$ cat src/rtl/nios2_cordic_sysinfo_pkg.sv
// Shared register-map constants for the sysinfo/uptime slave.
package nios2_cordic_sysinfo_pkg;

   localparam logic [3:0] ADDR_ID       = 4'd0;
   localparam logic [3:0] ADDR_TS       = 4'd1;
   localparam logic [3:0] ADDR_CTRL     = 4'd2;
   localparam logic [3:0] ADDR_CNT_LO   = 4'd3;
   localparam logic [3:0] ADDR_CNT_HI   = 4'd4;
   localparam logic [3:0] ADDR_SCRATCH0 = 4'd8;

   localparam int unsigned CTRL_EN   = 0;
   localparam int unsigned CTRL_CLR  = 1;
   localparam int unsigned CTRL_WRAP = 2;

endpackage

$ cat src/rtl/nios2_cordic_sysinfo_counter.sv
// Free-running cycle counter with enable, clear, wrap pulse and a
// high-word snapshot captured when the low word is read.
module nios2_cordic_sysinfo_counter #(
   parameter int unsigned CNT_W = 48
) (
   input  logic             clock,
   input  logic             reset,
   input  logic             en,
   input  logic             clr,
   input  logic             snap,
   output logic [CNT_W-1:0] count,
   output logic             wrap,
   output logic [31:0]      snapshot
);

   // Clear suppresses the wrap event as well as the increment.
   assign wrap = en && !clr && (count == '1);

   always_ff @(posedge clock) begin
      if (reset) begin
         count <= '0;
      end else if (clr) begin
         count <= '0;
      end else if (en) begin
         count <= count + CNT_W'(1);
      end
   end

   generate
      if (CNT_W > 32) begin : g_hi
         always_ff @(posedge clock) begin
            if (reset) begin
               snapshot <= '0;
            end else if (snap) begin
               snapshot <= 32'(count[CNT_W-1:32]);
            end
         end
      end else begin : g_no_hi
         assign snapshot = '0;
      end
   endgenerate

endmodule

$ cat src/rtl/nios2_cordic_sysinfo.sv
// System ID / uptime Avalon-MM slave: ID words, cycle counter with coherent
// 64-bit readout, CTRL/WRAP status and scratch registers; read latency 1.
module nios2_cordic_sysinfo
   import nios2_cordic_sysinfo_pkg::*;
#(
   parameter logic [31:0] SYSID_ID        = 32'h0000_0000,
   parameter logic [31:0] SYSID_TIMESTAMP = 32'h0000_0000,
   parameter int unsigned CNT_W           = 48,
   parameter int unsigned NUM_SCRATCH     = 2
) (
   input  logic        clock,
   input  logic        reset,
   input  logic [3:0]  address,
   input  logic        read,
   input  logic        write,
   input  logic [31:0] writedata,
   output logic [31:0] readdata,
   output logic        readdatavalid
);

   logic             en_q;
   logic             wrap_q;
   logic [31:0]      scratch [NUM_SCRATCH];
   logic             wr_ctrl;
   logic             clr;
   logic             snap;
   logic             wrap_pulse;
   logic [CNT_W-1:0] count;
   logic [31:0]      snapshot;
   logic [31:0]      rd_mux;

   assign wr_ctrl = write && (address == ADDR_CTRL);
   assign clr     = wr_ctrl && writedata[CTRL_CLR];
   assign snap    = read && (address == ADDR_CNT_LO);

   nios2_cordic_sysinfo_counter #(
      .CNT_W (CNT_W)
   ) u_counter (
      .clock    (clock),
      .reset    (reset),
      .en       (en_q),
      .clr      (clr),
      .snap     (snap),
      .count    (count),
      .wrap     (wrap_pulse),
      .snapshot (snapshot)
   );

   // A wrap event outranks a simultaneous W1C of the sticky flag.
   always_ff @(posedge clock) begin
      if (reset) begin
         en_q   <= 1'b1;
         wrap_q <= 1'b0;
      end else begin
         if (wr_ctrl) begin
            en_q <= writedata[CTRL_EN];
         end
         if (wrap_pulse) begin
            wrap_q <= 1'b1;
         end else if (wr_ctrl && writedata[CTRL_WRAP]) begin
            wrap_q <= 1'b0;
         end
      end
   end

   always_ff @(posedge clock) begin
      if (reset) begin
         for (int unsigned i = 0; i < NUM_SCRATCH; i++) begin
            scratch[i] <= '0;
         end
      end else if (write) begin
         for (int unsigned i = 0; i < NUM_SCRATCH; i++) begin
            if (address == 4'(ADDR_SCRATCH0 + i)) begin
               scratch[i] <= writedata;
            end
         end
      end
   end

   always_comb begin
      rd_mux = '0;
      case (address)
         ADDR_ID:     rd_mux = SYSID_ID;
         ADDR_TS:     rd_mux = SYSID_TIMESTAMP;
         ADDR_CTRL: begin
            rd_mux[CTRL_EN]   = en_q;
            rd_mux[CTRL_WRAP] = wrap_q;
         end
         ADDR_CNT_LO: rd_mux = 32'(count);
         ADDR_CNT_HI: rd_mux = snapshot;
         default: begin
            for (int unsigned i = 0; i < NUM_SCRATCH; i++) begin
               if (address == 4'(ADDR_SCRATCH0 + i)) begin
                  rd_mux = scratch[i];
               end
            end
         end
      endcase
   end

   // Mux sees pre-edge state, so a colliding write is not reflected in the read.
   always_ff @(posedge clock) begin
      if (reset) begin
         readdatavalid <= 1'b0;
         readdata      <= '0;
      end else begin
         readdatavalid <= read;
         readdata      <= read ? rd_mux : '0;
      end
   end

endmodule

$ cat config.mk
export PLATFORM = sky130hd
export DESIGN_NAME = nios2_cordic_sysinfo
export DESIGN_NICKNAME = d
export VERILOG_FILES = /design/src/rtl/nios2_cordic_sysinfo_pkg.sv /design/src/rtl/nios2_cordic_sysinfo_counter.sv /design/src/rtl/nios2_cordic_sysinfo.sv
export SDC_FILE = /design/constraint.sdc
export NUM_CORES = 1
export LEC_CHECK = 0
export BUFFER_PORTS_ARGS = -buffer_cell sky130_fd_sc_hd__buf_2
export CAP_MARGIN = 20
export CORE_ASPECT_RATIO = 0.7
export CORE_UTILIZATION = 49
export CTS_CLUSTER_SIZE = 25
export DETAILED_ROUTE_END_ITERATION = 7
export GPL_TIMING_DRIVEN = 1
export HOLD_SLACK_MARGIN = 0.02
export PLACE_DENSITY = 0.71
export SKIP_CTS_REPAIR_TIMING = 1
export SLEW_MARGIN = 0
export SYNTH_ARGS = -nofsm -noshare
export SYNTH_HDL_FRONTEND = slang
export SYNTH_SLANG_ARGS = --single-unit
$ cat constraint.sdc
create_clock -name clock -period 2 [get_ports clock]
set_input_delay 0.2 -clock clock [delete_from_list [all_inputs] [get_ports clock]]
set_output_delay 0.2 -clock clock [all_outputs]
set_load 0.005 [all_outputs]
==> results of run 1 <==
[final timing paths]
check / endpoint / slack (ps)
max: u_counter.count[39]$_SDFFE_PP0P_ / 140
max reg2reg: u_counter.count[39]$_SDFFE_PP0P_ / 140
min: scratch[0][22]$_DFFE_PP_ / 80
min reg2reg: u_counter.snapshot[12]$_SDFFE_PP0P_ / 460
[cells in the final DEF, fill, tap and decap left out, drive strengths merged, types with 15 or more instances in the layout]
| master | synthesis | final |
|---|---|---|
| nor2 | 44 | 44 |
| buf | 7 | 111 |
| edfxtp | 64 | 64 |
| a21oi | 66 | 66 |
| nand3 | 32 | 32 |
| nand4 | 21 | 21 |
| nand2 | 51 | 51 |
| xor2 | 23 | 23 |
| o21ai | 15 | 15 |
| and2 | 35 | 35 |
| inv | 11 | 15 |
| clkbuf | 29 | 19 |
| dfxtp | 99 | 99 |
| a22oi | 44 | 44 |
[power by group through the flow]
stage | combinational, mW | clock (mW) | sequential (mW)
6_report | 0.273 | 3.24 | 3.58
5_1_grt | 0.298 | 3.42 | 3.59
4_1_cts | 0.272 | 3.29 | 3.58
3_5_place_dp | 0.271 | 0 | 3.65
3_3_place_gp | 0.263 | 0 | 3.65
2_1_floorplan | 0.136 | 0 | 3.65
[flip-flops by register name (all words and copies together), names as in the netlist]
register / cells
en_q: 1
readdata: 32
readdatavalid: 1
scratch: 64
u_counter.count: 48
u_counter.snapshot: 16
wrap_q: 1
[per-layer routing]
metal	vias to the layer above	GRT usage, %
met1	2399	32.6
met3	18	5.25
met2	152	35.6
li1	2400	-
met5	-	0
met4	0	7.69
[stage by stage]
| stage | util, % | power, mW |
|---|---|---|
| 3_5_place_dp | 57.1 | 3.92 |
| 4_1_cts | 61.8 | 7.14 |
| 2_1_floorplan | - | 3.78 |
| 5_1_grt | 62.2 | 7.31 |
| 6_report | 62.2 | 7.10 |
| 3_3_place_gp | 57.1 | 3.91 |
[cell type report]
class,instances,share of cell area (%)
flip-flops and latches,163,49.7
multi-input cells,402,30.9
repair buffers,112,8.76
clock buffers,19,5.64
well taps,162,2.58
clock inverters,13,1.91
inverters,11,0.525
[logic make-up after synthesis]
family                   synth area share, %
AO/OA/AOI/OAI                           12.7
XOR/XNOR                                4.47
flip-flops                              60.4
AND/OR/NAND/NOR                         19.0
adder cells (fa/ha/maj)                0.194
multiplexers                           0.310
buffers and inverters                   2.83
[critical path, cell delays in order (launching register included)]
cell,delay [ps]
dfxtp_1,430
nand4_1,210
nor3_1,230
buf_4,170
nand4_2,210
or3_1,400
a21oi_1,140
==> results.py, run 1 <==
metrics = {
    "sta": {
        "setup_viol": 0,
        "final.setup.tns_ps": 0,
        "hold_violations": 0,
        "fin_skew_ps": 6.77,
        "period_share_pct": 93.0,
        "rsz0062_at_grt": "false",
        "timing.fmax_mhz": 538,
        "slew_viol_final": 0,
        "relSlewSlack_pct": 55.5,
        "fin_ws_ps": 141,
        "worstMarginPinSlew_ps": 665,
        "hold-worst-slack_ps": 75.3,
        "min_period_ps": 1860,
    },
    "pwr": {
        "p_leak_nw": 2.92,
        "power_frac_comb_pct": 3.8,
        "p_int_mw": 5.54,
        "pwr-share-seq_pct": 50.5,
        "clkPwrFrac_pct": 45.7,
        "worst_ir_drop_vdd_mv": 0.551,
        "power_density_nw_per_um2": 903,
        "switching_share_pct": 21.9,
        "switchingPower_mw": 1.56,
    },
    "cells_and_area": {
        "nNetsFinal": 748,
        "stdcell_area_sq_um": 7860,
        "seq_area_sq_um": 3910,
        "syn_to_final_growth_pct": 21.7,
        "antennaDiodeCount": 0,
        "multiInputGateArea_sq_um": 2430,
        "final_cells": 882,
        "fill_cells": 1018,
        "layout-drive-gt1-share_pct": 22.1,
    },
    "yosys": {
        "synth_most_common_cell": "dfxtp_1",
        "synth.cell_area_sq_um": 6460,
        "synth_common_cells": "dfxtp_1 (99), a21oi_1 (66), edfxtp_1 (64)",
        "ys_ff_latch": 163,
        "syn_inst": 612,
        "ys.flop_type": "dfxtp_1",
        "synth.largest_area_cell": "dfxtp_1",
        "synthesis.area_per_instance_sq_um": 10.6,
        "synth_edf_count": 64,
        "seq_area_frac_synth_pct": 60.4,
        "ys_top_cells_by_area": "dfxtp_1 (31%), edfxtp_1 (30%), a21oi_1 (5.1%)",
        "yosysWarnings": 0,
        "synthArstFlopShare_pct": 0,
        "yosysTopAreaCellShare_pct": 30.7,
        "synth_fp_nets": 653,
        "synth_cell_types": 39,
    },
    "worst_hold_path": {
        "min_path_cells": 2,
        "min_from": "writedata[22]",
        "hp-class": "primary input to flop",
    },
    "floorplan": {
        "core-area_sq_um": 12600,
        "rows": 34,
        "ios": 73,
        "start_util_pct": 51.1,
        "die_area_sq_um": 13700,
        "die_h_um": 98.1,
        "floorplan.die.width_um": 139,
    },
    "routing": {
        "m1WireLength_um": 7240,
        "drt_iter0_markers": 390,
        "top_layer": "met4",
        "wl_per_cell_um": 17.1,
        "viasPerCell": 5.63,
        "via_count": 4969,
        "wirelength_um": 15100,
        "drt_first_pass_iters": 7,
        "ant_nets": 0,
        "wl_met2_um": 6790,
        "dr_wl_met3_um": 864,
        "drc": 0,
    },
    "cts": {
        "h-tree-depth": 4,
        "cts.root.buffer_cell": "clkbuf_16",
        "cts_buffers": 17,
        "cts_tree": "done",
        "numClockSinks": 163,
        "insertion_delay_ps": 420,
        "clkTransAtPathRegs_ps": 60,
        "clk_path_buf_depth": 2,
    },
    "placed_design": {
        "portBuffers": 72,
        "gp_congestion": 0.867,
        "placed_area_sq_um": 7210,
        "dpl.hpwl_um": 9890,
        "dp_worst_setup_slack_ps": 80.2,
        "placed_cells": 848,
    },
    "global_routing": {
        "grt_max_degree": 48,
        "grt.total_usage_pct": 23.2,
        "grt_pass1_wl_um": 24500,
        "antenna_found_initial": 0,
        "grt_pass1_vias": 4723,
        "overflow": 0,
    },
    "outcome": {
        "status": "completed",
    },
    "setup_path": {
        "arrival_ps": 2210,
        "critical_path.endpoint_type": "flop",
        "reg2reg_from": "u_counter.count[25]$_SDFFE_PP0P_",
        "startpoint_type": "flop",
        "ff2ff_path_depth": 6,
        "path_class": "flop to flop",
        "cp_max_fo": 8,
        "critPathLaunch": "u_counter.count[25]$_SDFFE_PP0P_",
        "critPathRequiredTime_ps": 2350,
    },
    "job": {
        "maxCapViolCount": 0,
    },
}
No activity file was read; power rests on OpenSTA's default activity.
==> run 2, diff against run 1 <==
--- a/config.mk
+++ b/config.mk
@@ -13,7 +13,7 @@
 export DETAILED_ROUTE_END_ITERATION = 7
 export GPL_TIMING_DRIVEN = 1
 export HOLD_SLACK_MARGIN = 0.02
-export PLACE_DENSITY = 0.71
+export PLACE_DENSITY = 0.82
 export SKIP_CTS_REPAIR_TIMING = 1
 export SLEW_MARGIN = 0
 export SYNTH_ARGS = -nofsm -noshare
==> run 2 against run 1 <==
Effect of this change: clock power is 6.8% lower; combinational power is 3% higher; critical path depth stayed put; largest power group unchanged; the flow now finishes with violations (DRC).
==> results.py, run 2 (synthesized netlist as in run 1, its figures left out) <==
metrics = {
    "outcome": {
        "status": "finished, violations left",
        "violations": "DRC",
    },
    "sta": {
        "min_period_ps": 1970,
        "final.setup.tns_ps": 0,
        "hold_violations": 0,
        "setup_viol": 0,
        "fin_ws_ps": 29.6,
        "worstMarginPinSlew_ps": 629,
        "fin_skew_ps": 9.22,
        "rsz0062_at_grt": "true",
        "relSlewSlack_pct": 58.0,
        "slew_viol_final": 0,
        "timing.fmax_mhz": 508,
        "period_share_pct": 98.5,
    },
    "cts": {
        "cts.root.buffer_cell": "clkbuf_16",
        "h-tree-depth": 4,
        "clk_path_buf_depth": 2,
        "numClockSinks": 163,
        "clkTransAtPathRegs_ps": 60,
        "cts_tree": "done",
        "cts_buffers": 17,
        "insertion_delay_ps": 430,
    },
    "job": {
        "maxCapViolCount": 0,
    },
    "floorplan": {
        "core-area_sq_um": 12600,
        "start_util_pct": 51.1,
        "floorplan.die.width_um": 139,
        "rows": 34,
        "die_area_sq_um": 13700,
        "ios": 73,
        "die_h_um": 98.1,
    },
    "pwr": {
        "worst_ir_drop_vdd_mv": 0.657,
        "p_leak_nw": 2.84,
        "power_density_nw_per_um2": 885,
    },
    "cells_and_area": {
        "syn_to_final_growth_pct": 20.3,
        "final_common_cell": "dfxtp_1",
        "largest_register_ffs": 64,
        "layout-drive-gt1-share_pct": 21.0,
        "largest_register": "scratch",
        "nNetsFinal": 738,
        "top_regs": "scratch x64, u_counter.count x48, readdata x32",
        "layout_common_cells": "dfxtp_1 (96), buf_2 (72), a21oi_1 (66)",
        "antennaDiodeCount": 0,
    },
    "routing": {
        "wl_per_cell_um": 17.8,
        "ant_nets": 0,
        "drt_first_pass_iters": 8,
        "via_count": 5022,
        "viasPerCell": 5.76,
        "wirelength_um": 15500,
        "drt_iter0_markers": 487,
        "drc": 5,
    },
    "setup_path": {
        "arrival_ps": 2310,
        "critPathRequiredTime_ps": 2340,
        "startpoint_type": "flop",
        "path_class": "flop to flop",
        "critPathLaunch": "u_counter.count[29]$_SDFFE_PP0P_",
        "cp_max_fo": 6,
        "critical_path.endpoint_type": "flop",
        "reg2reg_from": "u_counter.count[29]$_SDFFE_PP0P_",
    },
    "global_routing": {
        "grt_pass1_wl_um": 24900,
        "antenna_found_initial": 0,
        "grt_pass1_vias": 4890,
        "grt_max_degree": 48,
        "grt.total_usage_pct": 23.5,
        "overflow": 0,
    },
    "placed_design": {
        "portBuffers": 72,
        "dpl.hpwl_um": 10200,
        "dp_worst_setup_slack_ps": -53.7,
        "gp_congestion": 0.887,
    },
    "worst_hold_path": {
        "min_from": "writedata[25]",
        "hp-class": "primary input to flop",
    },
}
[run 2: cell types whose count changed in the layout (fill, tap and decap cells not counted), moves of 2 or more]
cell / delta
buf_4: -12
clkbuf_1: +3
buf_12: +2
dfxtp_1: -2
dfxtp_2: +2
[run 2: layout make-up]
class / count / area, sq um
inverter: 11 / 41.3
tap: 162 / 203
multi-input combinational: 402 / 2430
sequential: 163 / 3910
timing repair buffer: 102 / 638
clock buffer: 21 / 440
clock inverter: 11 / 106
fill: 997 / 4860
[run 2: per-layer routing]
metal / track usage, % / up-vias / routed length (um)
met1: 32.3 / 2412 / 7040
li1: - / 2367 / -
met4: 6.24 / 0 / 204
met3: 6.87 / 20 / 1180
met2: 36.5 / 223 / 7110
met5: 0 / - / 0
[run 2: through the flow]
step / power, mW / area [sq um] / util, % / cells / hold WS, ps
final: 6.88 / 7770 / 61.5 / 872 / 67.1
after global placement: 3.91 / 7170 / 56.7 / 839 / 444
after CTS: 6.90 / 7710 / 61.1 / 871 / 20.5
after detailed placement: 3.93 / 7170 / 56.7 / 839 / 451
after floorplan: 3.78 / 6460 / - / 612 / 318
after global routing: 7.08 / 7770 / 61.5 / 872 / 67.2
[run 2: critical path, cell delays in order, from the launching register on]
cell	delay (ps)
dfxtp_1	410
nand4_1	250
nor4_2	310
buf_4	170
nand4_2	180
or3_1	370
a21oi_1	190
[run 2: worst paths after layout]
check / end / slack (ps) / cells after the start
hold / removal: scratch[0][25]$_DFFE_PP_ / 70 / 2
hold reg to reg: u_counter.snapshot[0]$_SDFFE_PP0P_ / 460 / 2
setup / recovery: u_counter.count[44]$_SDFFE_PP0P_ / 30 / 6
setup reg to reg: u_counter.count[44]$_SDFFE_PP0P_ / 30 / 6
[run 2: where the power goes]
part / internal (mW) / switching, mW / total, mW / leakage (nW)
Sequential: 3.55 / 0.0312 / 3.58 / 1.41
Clock: 1.72 / 1.30 / 3.02 / 0.260
Combinational: 0.103 / 0.177 / 0.280 / 1.17
Total: 5.37 / 1.51 / 6.88 / 2.84
